--- config.mk ---
export PLATFORM = sky130hd
export DESIGN_NAME = instr_decode_seq_flat
export DESIGN_NICKNAME = d
export VERILOG_FILES = /design/src/rtl/instr_decode_seq_pkg.sv /design/src/rtl/instr_decode_seq_if.sv /design/src/rtl/instr_decode_seq_fifo.sv /design/src/rtl/instr_decode_seq.sv /design/src/flat_wrapper.sv
export SDC_FILE = /design/constraint.sdc
export NUM_CORES = 1
export LEC_CHECK = 0
export ABC_AREA = 1
export CORE_MARGIN = 8
export CORE_UTILIZATION = 40
export DETAILED_ROUTE_END_ITERATION = 12
export HOLD_SLACK_MARGIN = 0.03
export PLACE_DENSITY_LB_ADDON = 0.08
export SETUP_SLACK_MARGIN = 0.2
export SLEW_MARGIN = 20
export SYNTH_ARGS = -nofsm -noshare
export SYNTH_HDL_FRONTEND = slang
export SYNTH_SLANG_ARGS = --single-unit
export TNS_END_PERCENT = 30
--- constraint.sdc ---
create_clock -name clk -period 4.9 [get_ports clk]
set_input_delay 1.225 -clock clk [delete_from_list [all_inputs] [get_ports clk]]
set_output_delay 1.225 -clock clk [all_outputs]
set_load 0.005 [all_outputs]
--- src/rtl/instr_decode_seq_pkg.sv ---
// Shared RV32I decode definitions: major opcodes, format/state enums and the
// pure decode helpers used by the sequencer.
package instr_decode_seq_pkg;

    localparam logic [6:0] OPC_LUI    = 7'b0110111;
    localparam logic [6:0] OPC_AUIPC  = 7'b0010111;
    localparam logic [6:0] OPC_JAL    = 7'b1101111;
    localparam logic [6:0] OPC_JALR   = 7'b1100111;
    localparam logic [6:0] OPC_BRANCH = 7'b1100011;
    localparam logic [6:0] OPC_LOAD   = 7'b0000011;
    localparam logic [6:0] OPC_STORE  = 7'b0100011;
    localparam logic [6:0] OPC_OPIMM  = 7'b0010011;
    localparam logic [6:0] OPC_OP     = 7'b0110011;
    localparam logic [6:0] OPC_SYSTEM = 7'b1110011;

    typedef enum logic [2:0] {FMT_R, FMT_I, FMT_S, FMT_B, FMT_U, FMT_J, FMT_ILL} fmt_e;

    typedef enum logic [1:0] {ST_IDLE, ST_RS1, ST_RS2, ST_ISSUE} state_e;

    typedef struct packed {
        logic [10:0] opc;
        logic [31:0] imm;
        logic [4:0]  rd;
        logic        illegal;
    } issue_t;

    typedef struct packed {
        logic       need_rs1;
        logic       need_rs2;
        logic [4:0] rs1;
        logic [4:0] rs2;
        issue_t     iss;
    } dec_t;

    function automatic fmt_e get_fmt(input logic [6:0] opc);
        case (opc)
            OPC_OP:                                   return FMT_R;
            OPC_OPIMM, OPC_LOAD, OPC_JALR, OPC_SYSTEM: return FMT_I;
            OPC_STORE:                                return FMT_S;
            OPC_BRANCH:                               return FMT_B;
            OPC_LUI, OPC_AUIPC:                       return FMT_U;
            OPC_JAL:                                  return FMT_J;
            default:                                  return FMT_ILL;
        endcase
    endfunction

    function automatic logic [31:0] imm_gen(input fmt_e fmt, input logic [31:0] w);
        case (fmt)
            FMT_I:   return {{20{w[31]}}, w[31:20]};
            FMT_S:   return {{20{w[31]}}, w[31:25], w[11:7]};
            FMT_B:   return {{19{w[31]}}, w[31], w[7], w[30:25], w[11:8], 1'b0};
            FMT_U:   return {w[31:12], 12'b0};
            FMT_J:   return {{11{w[31]}}, w[31], w[19:12], w[20], w[30:21], 1'b0};
            default: return 32'b0;
        endcase
    endfunction

    function automatic dec_t decode(input logic [31:0] w);
        dec_t       d;
        fmt_e       fmt;
        logic       f7b5;
        logic [2:0] f3;
        fmt  = get_fmt(w[6:0]);
        d    = '0;
        // funct7[5] only distinguishes ADD/SUB, SRL/SRA and SRLI/SRAI
        f7b5 = ((fmt == FMT_R) || (w[6:0] == OPC_OPIMM && w[14:12] == 3'b101)) ? w[30] : 1'b0;
        f3   = (fmt == FMT_U || fmt == FMT_J) ? 3'b000 : w[14:12];
        if (fmt == FMT_ILL) begin
            d.iss.illegal = 1'b1;
        end else begin
            d.iss.opc = {f7b5, f3, w[6:0]};
            d.iss.imm = imm_gen(fmt, w);
            d.iss.rd  = (fmt == FMT_S || fmt == FMT_B) ? 5'd0 : w[11:7];
            d.need_rs1 = fmt inside {FMT_R, FMT_I, FMT_S, FMT_B};
            d.need_rs2 = fmt inside {FMT_R, FMT_S, FMT_B};
            d.rs1 = w[19:15];
            d.rs2 = w[24:20];
        end
        return d;
    endfunction

endpackage

--- src/rtl/instr_decode_seq_if.sv ---
// Fetch/execute-facing bundle of the decode sequencer; the decoder is the
// slave, the surrounding pipeline (or bench) is the master.
interface instr_decode_seq_if #(
    parameter int XLEN         = 32,
    parameter int INSTR_WIDTH  = 32,
    parameter int OPCODE_WIDTH = 11,
    parameter int ADDR_WIDTH   = 5,
    parameter int FIFO_DEPTH   = 4
);
    localparam int CNT_W = $clog2(FIFO_DEPTH) + 1;

    logic                    flush;
    logic                    instr_valid;
    logic [INSTR_WIDTH-1:0]  instr;
    logic                    instr_ready;
    logic                    op_done;
    logic [XLEN-1:0]         imme_value;
    logic [OPCODE_WIDTH-1:0] opcode;
    logic [ADDR_WIDTH-1:0]   rd_addr;
    logic [ADDR_WIDTH-1:0]   rs_addr;
    logic                    rs_addr_sel;
    logic                    rs_addr_valid;
    logic                    decode_valid;
    logic                    illegal_instr;
    logic [CNT_W-1:0]        fifo_count;

    modport master (
        output flush, instr_valid, instr, op_done,
        input  instr_ready, imme_value, opcode, rd_addr, rs_addr, rs_addr_sel,
               rs_addr_valid, decode_valid, illegal_instr, fifo_count
    );

    modport slave (
        input  flush, instr_valid, instr, op_done,
        output instr_ready, imme_value, opcode, rd_addr, rs_addr, rs_addr_sel,
               rs_addr_valid, decode_valid, illegal_instr, fifo_count
    );
endinterface

--- src/rtl/instr_decode_seq_fifo.sv ---
// Synchronous instruction FIFO with occupancy count and synchronous flush.
// Read data is the head entry, valid whenever count_o is non-zero.
module instr_fifo #(
    parameter int DEPTH = 4,
    parameter int WIDTH = 32
) (
    input  logic                       clk,
    input  logic                       rst,
    input  logic                       flush_i,
    input  logic                       push_i,
    input  logic [WIDTH-1:0]           wdata_i,
    input  logic                       pop_i,
    output logic [WIDTH-1:0]           rdata_o,
    output logic [$clog2(DEPTH):0]     count_o
);
    localparam int AW = $clog2(DEPTH);
    localparam int CW = AW + 1;

    logic [WIDTH-1:0] mem_q [DEPTH];
    logic [AW-1:0]    wr_ptr_q;
    logic [AW-1:0]    rd_ptr_q;
    logic [CW-1:0]    count_q;
    logic             push_ok;
    logic             pop_ok;

    assign push_ok = push_i && (count_q < CW'(DEPTH)) && !flush_i;
    assign pop_ok  = pop_i && (count_q != '0) && !flush_i;

    always_ff @(posedge clk or posedge rst) begin
        if (rst) begin
            wr_ptr_q <= '0;
            rd_ptr_q <= '0;
            count_q  <= '0;
        end else if (flush_i) begin
            wr_ptr_q <= '0;
            rd_ptr_q <= '0;
            count_q  <= '0;
        end else begin
            if (push_ok) wr_ptr_q <= wr_ptr_q + AW'(1);
            if (pop_ok)  rd_ptr_q <= rd_ptr_q + AW'(1);
            case ({push_ok, pop_ok})
                2'b10:   count_q <= count_q + CW'(1);
                2'b01:   count_q <= count_q - CW'(1);
                default: count_q <= count_q;
            endcase
        end
    end

    // Storage carries no reset; entries are only read once counted in.
    always_ff @(posedge clk) begin
        if (push_ok) mem_q[wr_ptr_q] <= wdata_i;
    end

    assign rdata_o = mem_q[rd_ptr_q];
    assign count_o = count_q;

endmodule

--- src/rtl/instr_decode_seq.sv ---
// RV32I decode sequencer: buffers fetched words, issues rs1/rs2 reads over one
// shared address channel, then holds the decoded op until execute retires it.
//
// state    | meaning
// ST_IDLE  | no op in flight, waiting for a FIFO entry
// ST_RS1   | rs1 address presented for one cycle
// ST_RS2   | rs2 address presented for one cycle
// ST_ISSUE | decoded op held until op_done
module instr_decode_seq
    import instr_decode_seq_pkg::*;
#(
    parameter int XLEN         = 32,
    parameter int INSTR_WIDTH  = 32,
    parameter int OPCODE_WIDTH = 11,
    parameter int ADDR_WIDTH   = 5,
    parameter int FIFO_DEPTH   = 4
) (
    input logic                 clk,
    input logic                 rst,
    instr_decode_seq_if.slave   bus
);
    localparam int CW = $clog2(FIFO_DEPTH) + 1;

    logic [CW-1:0]           fifo_count;
    logic [INSTR_WIDTH-1:0]  fifo_head;
    logic                    ready;
    logic                    push;
    logic                    start_op;
    logic                    enter_issue;
    dec_t                    head_dec;
    issue_t                  issue_src;

    state_e                  state_q;
    issue_t                  cur_q;
    logic [4:0]              cur_rs2_q;
    logic                    cur_need_rs2_q;
    logic                    rs_valid_q;
    logic                    rs_sel_q;
    logic [ADDR_WIDTH-1:0]   rs_addr_q;
    logic                    dv_q;
    logic                    ill_q;
    logic [OPCODE_WIDTH-1:0] opc_q;
    logic [XLEN-1:0]         imm_q;
    logic [ADDR_WIDTH-1:0]   rd_q;

    assign ready    = (fifo_count < CW'(FIFO_DEPTH)) && !rst;
    assign push     = bus.instr_valid && ready && !bus.flush;
    assign start_op = (fifo_count != '0) && !bus.flush &&
                      (state_q == ST_IDLE || (state_q == ST_ISSUE && bus.op_done));
    assign head_dec = decode(32'(fifo_head));
    assign issue_src = start_op ? head_dec.iss : cur_q;
    assign enter_issue = (state_q == ST_RS1 && !cur_need_rs2_q) || (state_q == ST_RS2) ||
                         (start_op && !head_dec.need_rs1);

    instr_fifo #(
        .DEPTH (FIFO_DEPTH),
        .WIDTH (INSTR_WIDTH)
    ) u_fifo (
        .clk     (clk),
        .rst     (rst),
        .flush_i (bus.flush),
        .push_i  (push),
        .wdata_i (bus.instr),
        .pop_i   (start_op),
        .rdata_o (fifo_head),
        .count_o (fifo_count)
    );

    always_ff @(posedge clk or posedge rst) begin
        if (rst) begin
            state_q        <= ST_IDLE;
            cur_q          <= '0;
            cur_rs2_q      <= '0;
            cur_need_rs2_q <= 1'b0;
            rs_valid_q     <= 1'b0;
            rs_sel_q       <= 1'b0;
            rs_addr_q      <= '0;
            dv_q           <= 1'b0;
            ill_q          <= 1'b0;
            opc_q          <= '0;
            imm_q          <= '0;
            rd_q           <= '0;
        end else if (bus.flush) begin
            state_q        <= ST_IDLE;
            cur_q          <= '0;
            cur_rs2_q      <= '0;
            cur_need_rs2_q <= 1'b0;
            rs_valid_q     <= 1'b0;
            rs_sel_q       <= 1'b0;
            rs_addr_q      <= '0;
            dv_q           <= 1'b0;
            ill_q          <= 1'b0;
            opc_q          <= '0;
            imm_q          <= '0;
            rd_q           <= '0;
        end else begin
            rs_valid_q <= 1'b0;
            rs_sel_q   <= 1'b0;
            rs_addr_q  <= '0;
            case (state_q)
                ST_IDLE: begin
                end
                ST_RS1: begin
                    if (cur_need_rs2_q) begin
                        state_q    <= ST_RS2;
                        rs_valid_q <= 1'b1;
                        rs_sel_q   <= 1'b1;
                        rs_addr_q  <= ADDR_WIDTH'(cur_rs2_q);
                    end else begin
                        state_q <= ST_ISSUE;
                    end
                end
                ST_RS2: state_q <= ST_ISSUE;
                ST_ISSUE: begin
                    if (bus.op_done) begin
                        state_q <= ST_IDLE;
                        dv_q    <= 1'b0;
                        ill_q   <= 1'b0;
                        opc_q   <= '0;
                        imm_q   <= '0;
                        rd_q    <= '0;
                    end
                end
                default: state_q <= ST_IDLE;
            endcase
            // A new op may start in the same edge that retires the previous one.
            if (start_op) begin
                cur_q          <= head_dec.iss;
                cur_rs2_q      <= head_dec.rs2;
                cur_need_rs2_q <= head_dec.need_rs2;
                if (head_dec.need_rs1) begin
                    state_q    <= ST_RS1;
                    rs_valid_q <= 1'b1;
                    rs_addr_q  <= ADDR_WIDTH'(head_dec.rs1);
                end else begin
                    state_q <= ST_ISSUE;
                end
            end
            if (enter_issue) begin
                dv_q  <= 1'b1;
                ill_q <= issue_src.illegal;
                opc_q <= OPCODE_WIDTH'(issue_src.opc);
                imm_q <= XLEN'($signed(issue_src.imm));
                rd_q  <= ADDR_WIDTH'(issue_src.rd);
            end
        end
    end

    assign bus.instr_ready   = ready;
    assign bus.fifo_count    = fifo_count;
    assign bus.rs_addr_valid = rs_valid_q;
    assign bus.rs_addr_sel   = rs_sel_q;
    assign bus.rs_addr       = rs_addr_q;
    assign bus.decode_valid  = dv_q;
    assign bus.illegal_instr = ill_q;
    assign bus.opcode        = opc_q;
    assign bus.imme_value    = imm_q;
    assign bus.rd_addr       = rd_q;

endmodule

--- src/flat_wrapper.sv ---
// flat-port wrapper written by rule: the top's interface ports become plain ports
module instr_decode_seq_flat import instr_decode_seq_pkg::*;
#(
    parameter int XLEN         = 32,
    parameter int INSTR_WIDTH  = 32,
    parameter int OPCODE_WIDTH = 11,
    parameter int ADDR_WIDTH   = 5,
    parameter int FIFO_DEPTH   = 4
)
  (clk, rst, bus_flush, bus_instr_valid, bus_instr, bus_op_done, bus_instr_ready, bus_imme_value, bus_opcode, bus_rd_addr, bus_rs_addr, bus_rs_addr_sel, bus_rs_addr_valid, bus_decode_valid, bus_illegal_instr, bus_fifo_count);
  instr_decode_seq_if #(.XLEN(XLEN), .INSTR_WIDTH(INSTR_WIDTH), .OPCODE_WIDTH(OPCODE_WIDTH), .ADDR_WIDTH(ADDR_WIDTH), .FIFO_DEPTH(FIFO_DEPTH)) bus_i ();
  input logic clk;
  input logic rst;
  input wire logic [$bits(bus_i.flush)-1:0] bus_flush;
  input wire logic [$bits(bus_i.instr_valid)-1:0] bus_instr_valid;
  input wire logic [$bits(bus_i.instr)-1:0] bus_instr;
  input wire logic [$bits(bus_i.op_done)-1:0] bus_op_done;
  output wire logic [$bits(bus_i.instr_ready)-1:0] bus_instr_ready;
  output wire logic [$bits(bus_i.imme_value)-1:0] bus_imme_value;
  output wire logic [$bits(bus_i.opcode)-1:0] bus_opcode;
  output wire logic [$bits(bus_i.rd_addr)-1:0] bus_rd_addr;
  output wire logic [$bits(bus_i.rs_addr)-1:0] bus_rs_addr;
  output wire logic [$bits(bus_i.rs_addr_sel)-1:0] bus_rs_addr_sel;
  output wire logic [$bits(bus_i.rs_addr_valid)-1:0] bus_rs_addr_valid;
  output wire logic [$bits(bus_i.decode_valid)-1:0] bus_decode_valid;
  output wire logic [$bits(bus_i.illegal_instr)-1:0] bus_illegal_instr;
  output wire logic [$bits(bus_i.fifo_count)-1:0] bus_fifo_count;
  assign bus_i.flush = bus_flush;
  assign bus_i.instr_valid = bus_instr_valid;
  assign bus_i.instr = bus_instr;
  assign bus_i.op_done = bus_op_done;
  assign bus_instr_ready = bus_i.instr_ready;
  assign bus_imme_value = bus_i.imme_value;
  assign bus_opcode = bus_i.opcode;
  assign bus_rd_addr = bus_i.rd_addr;
  assign bus_rs_addr = bus_i.rs_addr;
  assign bus_rs_addr_sel = bus_i.rs_addr_sel;
  assign bus_rs_addr_valid = bus_i.rs_addr_valid;
  assign bus_decode_valid = bus_i.decode_valid;
  assign bus_illegal_instr = bus_i.illegal_instr;
  assign bus_fifo_count = bus_i.fifo_count;
  instr_decode_seq #(.XLEN(XLEN), .INSTR_WIDTH(INSTR_WIDTH), .OPCODE_WIDTH(OPCODE_WIDTH), .ADDR_WIDTH(ADDR_WIDTH), .FIFO_DEPTH(FIFO_DEPTH)) u_core (.clk(clk), .rst(rst), .bus(bus_i));
endmodule
==> run_results.csv, run 1 <==
group,metric,value,unit
run_status,status,"complete, no violations",
layout,drive_gt1_frac,0.129,
drt,route.detailed.drc,0,
power,total_power,5650,uW
critical_path,crit_buf_inv,3,
timing,max_slew_margin,0.506,
synthesis,async_flop_share,0.486,
power,vdd_ir_drop_max,0.000306,V
floorplanning,io-pin-count,98,
floorplanning,initial_utilization,0.407,
grt,antenna_found_initial,0,
power,p_seq_frac,0.412,
clock_network,cts_resized,0,
drt,first_iter_violations,540,
critical_path,rr_worst_depth,21,
critical_path,path_common_cell,"nand2_1",
synthesis,synth_cell_types,42,
power,clkPwrFrac,0.362,
timing,rsz0062_at_grt,"false",
critical_path,cp_max_fo,38,
worst_hold_path,hp-class,"flip-flop to flip-flop",
clock_network,cts_tree,"yes",
critical_path,crit_slowest_cell,"inv_2",
critical_path,arrival,4.32,ns
grt,grtUsageMet2,0.253,
layout,fillers,2408,
synthesis,syn_inst,1038,
drt,via_per_inst,4.92,
synthesis,ys.flop_type,"edfxtp_1",
synthesis,synth_area_leaders,"edfxtp_1 36%, dfrtp_1 29%, nand2_1 12%, nor2_1 2.9%, or2_2 2.7%",
placed_design,hpwlAfterDp,16.3,mm
synthesis,yosysSeqAreaShare,0.648,
timing,final-setup-viol-count,0,
synthesis,netlist.area_leader.share,0.362,
critical_path,crit_chain,"inv_2 -> nand2_1 -> nand2_1 -> nand2_1 -> nand2_1 -> nand2_2 -> nor2_2 -> nand2_1 -> nor2_1 -> nor2_1 -> ha_1 -> nand2_2 -> nor2_4 -> nor2_8 -> inv_2 -> a21oi_4 -> buf_4 -> nand3_1 -> nand2_1 -> nand2_1 -> nand2_1",
clock_network,post_cts.repair.setup_buffers,0,
grt,grtUsageTotal,0.159,
placed_design,port_buffers,97,
power,swShare,0.309,
grt,grt_pass1_vias,7181,
synthesis,ys_top_cells_by_count,"333 x nand2_1, 128 x edfxtp_1, 121 x dfrtp_1",
power,comb_power_share,0.227,
power,p_switching,1750,uW
grt,met3_usage,0.0217,
layout,seqCellArea,6870,sq um
grt,grt.busiest_layer,"met2",
clock_network,clkTransAtPathRegs,0.06,ns
synthesis,synth_area_per_cell,10.2,sq um
synthesis,synth_edf_count,128,
timing,period_needed,3.86,ns
timing,finalCritPeriodShare,0.788,
grt,grt_util_met1,0.228,
critical_path,worstPathRequired,5.36,ns
power,pwr_density_cell,441,nW/um^2
placed_design,gp_congestion,0.811,
layout,diodes,0,
power,p_int,3900,uW
timing,timing.fmax,0.259,GHz
timing,finClkSkew,0.0137,ns
timing,finalHoldViolCount,0,
floorplanning,dieArea,32000,sq um
timing,fin_setup_tns,0,ns
critical_path,endpoint_kind,"flip-flop",
critical_path,critPathMaxStageDelay,0.58,ns
synthesis,synth.cell_area,10600,sq um
clock_network,clockRootBuffer,"clkbuf_16",
drt,wl_per_cell,16.9,um
timing,slew_viol_final,0,
floorplanning,die_y,179,um
clock_network,clockBufferDepth,3,
synthesis,synth_warnings,0,
critical_path,cp.depth,21,
run,maxCapViolCount,0,
timing,worst_pin_slew,0.741,ns
layout,final_core_util,0.492,
critical_path,startpoint_type,"flip-flop",
drt,drt_wl_total,25.1,mm
drt,dr_total_vias,7315,
layout,syn_to_final_growth,20.8,%
critical_path,critPathTopFamily,"simple AND/OR/NAND/NOR gates",
floorplanning,core-area,26100,sq um
grt,grt_pass1_wl,40.3,mm
synthesis,synth.most_common_cell,"nand2_1",
power,p_leak,0.00559,uW
layout,multi_input_area,3250,sq um
timing,holdWs,0.469,ns
critical_path,crit_type,"flip-flop to flip-flop",
clock_network,htree_levels,1,
synthesis,syn_nets,1083,
drt,firstDrtPassIters,5,
grt,overflow,0,
clock_network,holdBufCountCts,0,
synthesis,ys_ff_latch,249,
clock_network,worstSkewPairLatency,0.53,ns
clock_network,numClockSinks,249,
drt,ant_nets,0,
floorplanning,core.rowCount,59,
floorplanning,die_w,179,um
layout,nets,1178,
grt,grt_max_degree,70,
worst_hold_path,whs_path_depth,2,
synthesis,yosys.area.top_type,"edfxtp_1",
clock_network,cts_buffers,27,
-- final timing paths --
| check | slack (ns) | endpoint | start |
|---|---|---|---|
| min in group asynchronous | 1.17 | u_core.bus.opcode[1] | rst |
| max reg2reg | 1.04 | u_core.bus.imme_value[31] | u_core.u_fifo.rd_ptr_q[0] |
| min reg2reg | 0.47 | u_core.bus.decode_valid | u_core.bus.decode_valid |
| max in group asynchronous | 2.89 | u_core.bus.imme_value[8] | rst |
| min | 0.47 | u_core.bus.decode_valid | u_core.bus.decode_valid |
| max | 1.04 | u_core.bus.imme_value[31] | u_core.u_fifo.rd_ptr_q[0] |
-- cells in the final DEF (no fill, tap or decap), types with 12 or more instances in the layout --
cell	netlist	routed
nand2_1	333	333
edfxtp_1	128	128
dfrtp_1	121	121
clkdlybuf4s50_1	0	96
nor2_1	82	78
inv_1	58	57
or2_2	45	45
a21oi_1	45	45
o21ai_0	34	34
clkbuf_16	0	27
nand3_1	23	23
a32oi_1	18	18
buf_4	6	15
inv_2	13	13
nand2_2	12	12
-- stage by stage --
stage          instances  worst slack, ns  cell area, sq um
2_1_floorplan       1038            0.461             10600
3_3_place_gp        1439             1.04             11900
3_5_place_dp        1439            0.992             11900
4_1_cts             1488             1.05             12800
5_1_grt             1488            0.547             12800
6_report            1488             1.04             12800
-- sequential cells by signal, indices dropped and copies added, names as in the netlist --
name / flops
u_core.u_fifo.wr_ptr_q: 2
u_core.bus.imme_value: 32
u_core.cur_need_rs2_q: 1
u_core.u_fifo.rd_ptr_q: 2
u_core.bus.rd_addr: 5
u_core.bus.rs_addr_sel: 1
u_core.cur_rs2_q: 5
u_core.bus.decode_valid: 1
u_core.bus.opcode: 11
u_core.u_fifo.count_o: 3
u_core.state_q: 2
u_core.bus.rs_addr_valid: 1
u_core.bus.rs_addr: 5
u_core.u_fifo.mem_q: 128
u_core.bus.illegal_instr: 1
u_core.cur_q: 49
-- power by group through the flow --
stage / registers, uW / logic [uW] / clock network (uW)
finish: 2330 / 1280 / 2040
global route: 2340 / 1430 / 2180
CTS: 2330 / 1300 / 2090
detailed placement: 2370 / 1300 / 0
global placement: 2370 / 1290 / 0
floorplan: 2350 / 877 / 0
-- cell families (layout without fill, tap and decap cells) --
| group | count (synthesis) | in the layout | share of synthesized area |
|---|---|---|---|
| simple gates | 519 | 519 | 0.208 |
| xor+xnor | 2 | 2 | 0.00165 |
| buf+inv | 118 | 233 | 0.0472 |
| fa+ha+maj | 8 | 8 | 0.0101 |
| compound gates | 142 | 142 | 0.0854 |
| flops | 249 | 249 | 0.648 |
-- final cells by class --
class,count,share of cell area
clock buffers,39,0.0609
clock inverters,10,0.00967
inverters,71,0.0210
multi-input cells,671,0.254
flip-flops and latches,249,0.536
well taps,335,0.0327
repair buffers,113,0.0857
-- routing by layer --
layer	up-vias	share of wire	wire (um)
li1	3630	-	-
met1	3519	0.48	12100
met2	139	0.46	11500
met3	27	0.045	1120
met4	0	0.015	376
met5	-	0	0
-- worst register-to-register path, cell delays in order, from the launching register on --
cell	delay, ns
dfrtp_1	0.55
inv_2	0.58
nand2_1	0.13
nand2_1	0.09
nand2_1	0.05
nand2_1	0.18
nand2_2	0.11
nor2_2	0.19
nand2_1	0.11
nor2_1	0.11
nor2_1	0.11
ha_1	0.21
nand2_2	0.10
nor2_4	0.06
nor2_8	0.14
inv_2	0.16
a21oi_4	0.33
buf_4	0.29
nand3_1	0.13
nand2_1	0.07
nand2_1	0.05
nand2_1	0.06
No activity file was read; power rests on OpenSTA's default activity.
==> inputs of run 2 (changes only) <==
clock period = 3.35 ns   (was 4.9 ns; I/O delays follow)
==> run_results.csv, run 2 (synthesis gave the netlist of run 1 again) <==
group,metric,value,unit
critical_path,crit_type,"flip-flop to flip-flop",
drt,drt_wl_total,25.9,mm
run_status,status,"complete, no violations",
timing,max_slew_margin,0.510,
power,pwr_density_cell,645,nW/um^2
critical_path,cp_max_fo,14,
placed_design,port_buffers,97,
grt,overflow,0,
clock_network,holdBufCountCts,0,
timing,worst_pin_slew,0.735,ns
critical_path,arrival,3.34,ns
critical_path,path_common_cell,"nand2_1",
critical_path,crit_slowest_cell,"dfrtp_1",
power,swShare,0.314,
power,p_seq_frac,0.400,
power,p_int,5810,uW
run,maxCapViolCount,0,
layout,regMostFlops,"u_core.u_fifo.mem_q",
timing,timing.fmax,0.348,GHz
drt,route.detailed.drc,0,
critical_path,startpoint_type,"flip-flop",
critical_path,worstPathRequired,3.82,ns
timing,final-setup-viol-count,0,
clock_network,cts_buffers,28,
drt,firstDrtPassIters,5,
layout,diodes,0,
grt,grt_pass1_wl,41.4,mm
critical_path,critPathMaxStageDelay,0.42,ns
power,total_power,8470,uW
clock_network,clockRootBuffer,"clkbuf_16",
layout,final_common_cell,"nand2_1",
clock_network,numClockSinks,249,
clock_network,clkTransAtPathRegs,0.06,ns
timing,period_needed,2.87,ns
floorplanning,die_y,179,um
drt,wl_per_cell,17.1,um
drt,via_per_inst,4.89,
timing,finClkSkew,0.0107,ns
power,comb_power_share,0.241,
clock_network,worstSkewPairLatency,0.53,ns
grt,grt_pass1_vias,7510,
timing,fin_setup_tns,0,ns
layout,syn_to_final_growth,23.9,%
worst_hold_path,hp-class,"flip-flop to flip-flop",
placed_design,dp_slack,0.281,ns
worst_hold_path,min-delay-start,"u_core.bus.imme_value[16]",
critical_path,crit_buf_inv,4,
floorplanning,die_w,179,um
drt,first_iter_violations,607,
layout,nets,1200,
floorplanning,dieArea,32000,sq um
floorplanning,core-area,26100,sq um
layout,design_area,13100,sq um
clock_network,cts_tree,"yes",
floorplanning,io-pin-count,98,
layout,final_cell_mix,"331 x nand2_1, 128 x edfxtp_1, 121 x dfrtp_1",
floorplanning,initial_utilization,0.407,
placed_design,hpwlAfterDp,16.9,mm
power,p_switching,2660,uW
worst_hold_path,whs_path_depth,2,
clock_network,htree_levels,1,
power,p_leak,0.00573,uW
critical_path,cp.depth,22,
power,clkPwrFrac,0.359,
timing,finalCritPeriodShare,0.857,
grt,grtUsageTotal,0.164,
drt,ant_nets,0,
clock_network,clockBufferDepth,3,
critical_path,regToRegStartpoint,"u_core.u_fifo.rd_ptr_q[0]",
grt,grt_max_degree,62,
layout,largest_register_ffs,128,
power,vdd_ir_drop_max,0.000428,V
critical_path,crit_chain,"buf_6 -> nand2_1 -> nand2_1 -> nand2_1 -> nand2_2 -> nand2_1 -> nor2_4 -> nand2_1 -> nor2_1 -> nor2_1 -> ha_1 -> nand2_2 -> nor2_4 -> nor2_8 -> inv_2 -> a21oi_4 -> buf_12 -> buf_12 -> nand2_1 -> nand2_1 -> nand2_1 -> nand2_1",
critical_path,r2r_slack,0.48,ns
worst_hold_path,min_to,"u_core.bus.imme_value[16]",
layout,final_core_util,0.504,
critical_path,critPathTopFamily,"simple AND/OR/NAND/NOR gates",
timing,rsz0062_at_grt,"false",
critical_path,rr_worst_depth,22,
critical_path,r2r-end,"u_core.bus.imme_value[1]",
placed_design,dpl-instance-area,12100,sq um
grt,antenna_found_initial,0,
timing,slew_viol_final,0,
timing,finalHoldViolCount,0,
drt,dr_total_vias,7392,
floorplanning,core.rowCount,59,
timing,setup_ws,0.478,ns
layout,drive_gt1_frac,0.148,
placed_design,gp_congestion,0.834,
critical_path,endpoint_kind,"flip-flop",
-- run 2: cell types whose count changed in the layout (fill, tap and decap cells not counted), moves of 3 or more --
cell       previous run  this run
clkbuf_16            27        30
clkbuf_8              6         1
buf_4                15        24
buf_12                1        10
-- run 2: worst max-delay path by stage --
| stage | startpoint | to | slack, ns |
|---|---|---|---|
| floorplan | bus_flush | u_core.u_fifo.mem_q[0][0] | 0.30 |
| global placement | bus_op_done | u_core.bus.imme_value[1] | 0.29 |
| detailed placement | bus_op_done | u_core.bus.imme_value[1] | 0.28 |
| CTS | u_core.u_fifo.rd_ptr_q[0] | u_core.bus.imme_value[28] | 0.38 |
| global route | u_core.u_fifo.rd_ptr_q[0] | u_core.bus.imme_value[30] | 0.21 |
| finish | u_core.u_fifo.rd_ptr_q[0] | u_core.bus.imme_value[1] | 0.48 |
-- run 2: metrics by stage --
stage	std cells	hold slack, ns
4_1_cts	1508	0.483
2_1_floorplan	1038	0.465
3_5_place_dp	1456	0.466
5_1_grt	1512	0.510
3_3_place_gp	1456	0.455
6_report	1512	0.474
-- run 2: layout make-up --
class | count | area [sq um]
Timing Repair Buffer | 134 | 1390
Tap cell | 335 | 419
Sequential cell | 249 | 6870
Clock inverter | 16 | 159
Inverter | 71 | 273
Clock buffer | 36 | 762
Multi-Input combinational cell | 671 | 3270
Fill cell | 2428 | 12900
-- run 2: worst register-to-register path, stage by stage (launching register included) --
cell and delay [ns]:
dfrtp_1 0.42, buf_6 0.18, nand2_1 0.06, nand2_1 0.07, nand2_1 0.06, nand2_2 0.12
nand2_1 0.13, nor2_4 0.14, nand2_1 0.09, nor2_1 0.12, nor2_1 0.08, ha_1 0.18
nand2_2 0.09, nor2_4 0.06, nor2_8 0.15, inv_2 0.11, a21oi_4 0.15, buf_12 0.15
buf_12 0.13, nand2_1 0.07, nand2_1 0.07, nand2_1 0.09, nand2_1 0.08
-- run 2: power groups by stage --
stage	clock network, uW	logic [uW]	registers [uW]
finish	3040	2040	3390
global route	3250	2270	3400
CTS	3130	2040	3390
detailed placement	0	2040	3440
global placement	0	2040	3440
floorplan	0	1280	3440
-- run 2: routing by layer --
metal / vias up / wire length, um / GRT usage
li1: 3666 / - / -
met1: 3533 / 12200 / 0.228
met5: - / 0 / 0
met3: 38 / 1300 / 0.0265
met2: 155 / 11800 / 0.264
met4: 0 / 548 / 0.0448
-- run 2: timing repair --
action	4_1_cts	5_1_grt
endpoints found under the setup margin	0	82
resized for setup	0	8
buffers inserted	0	3
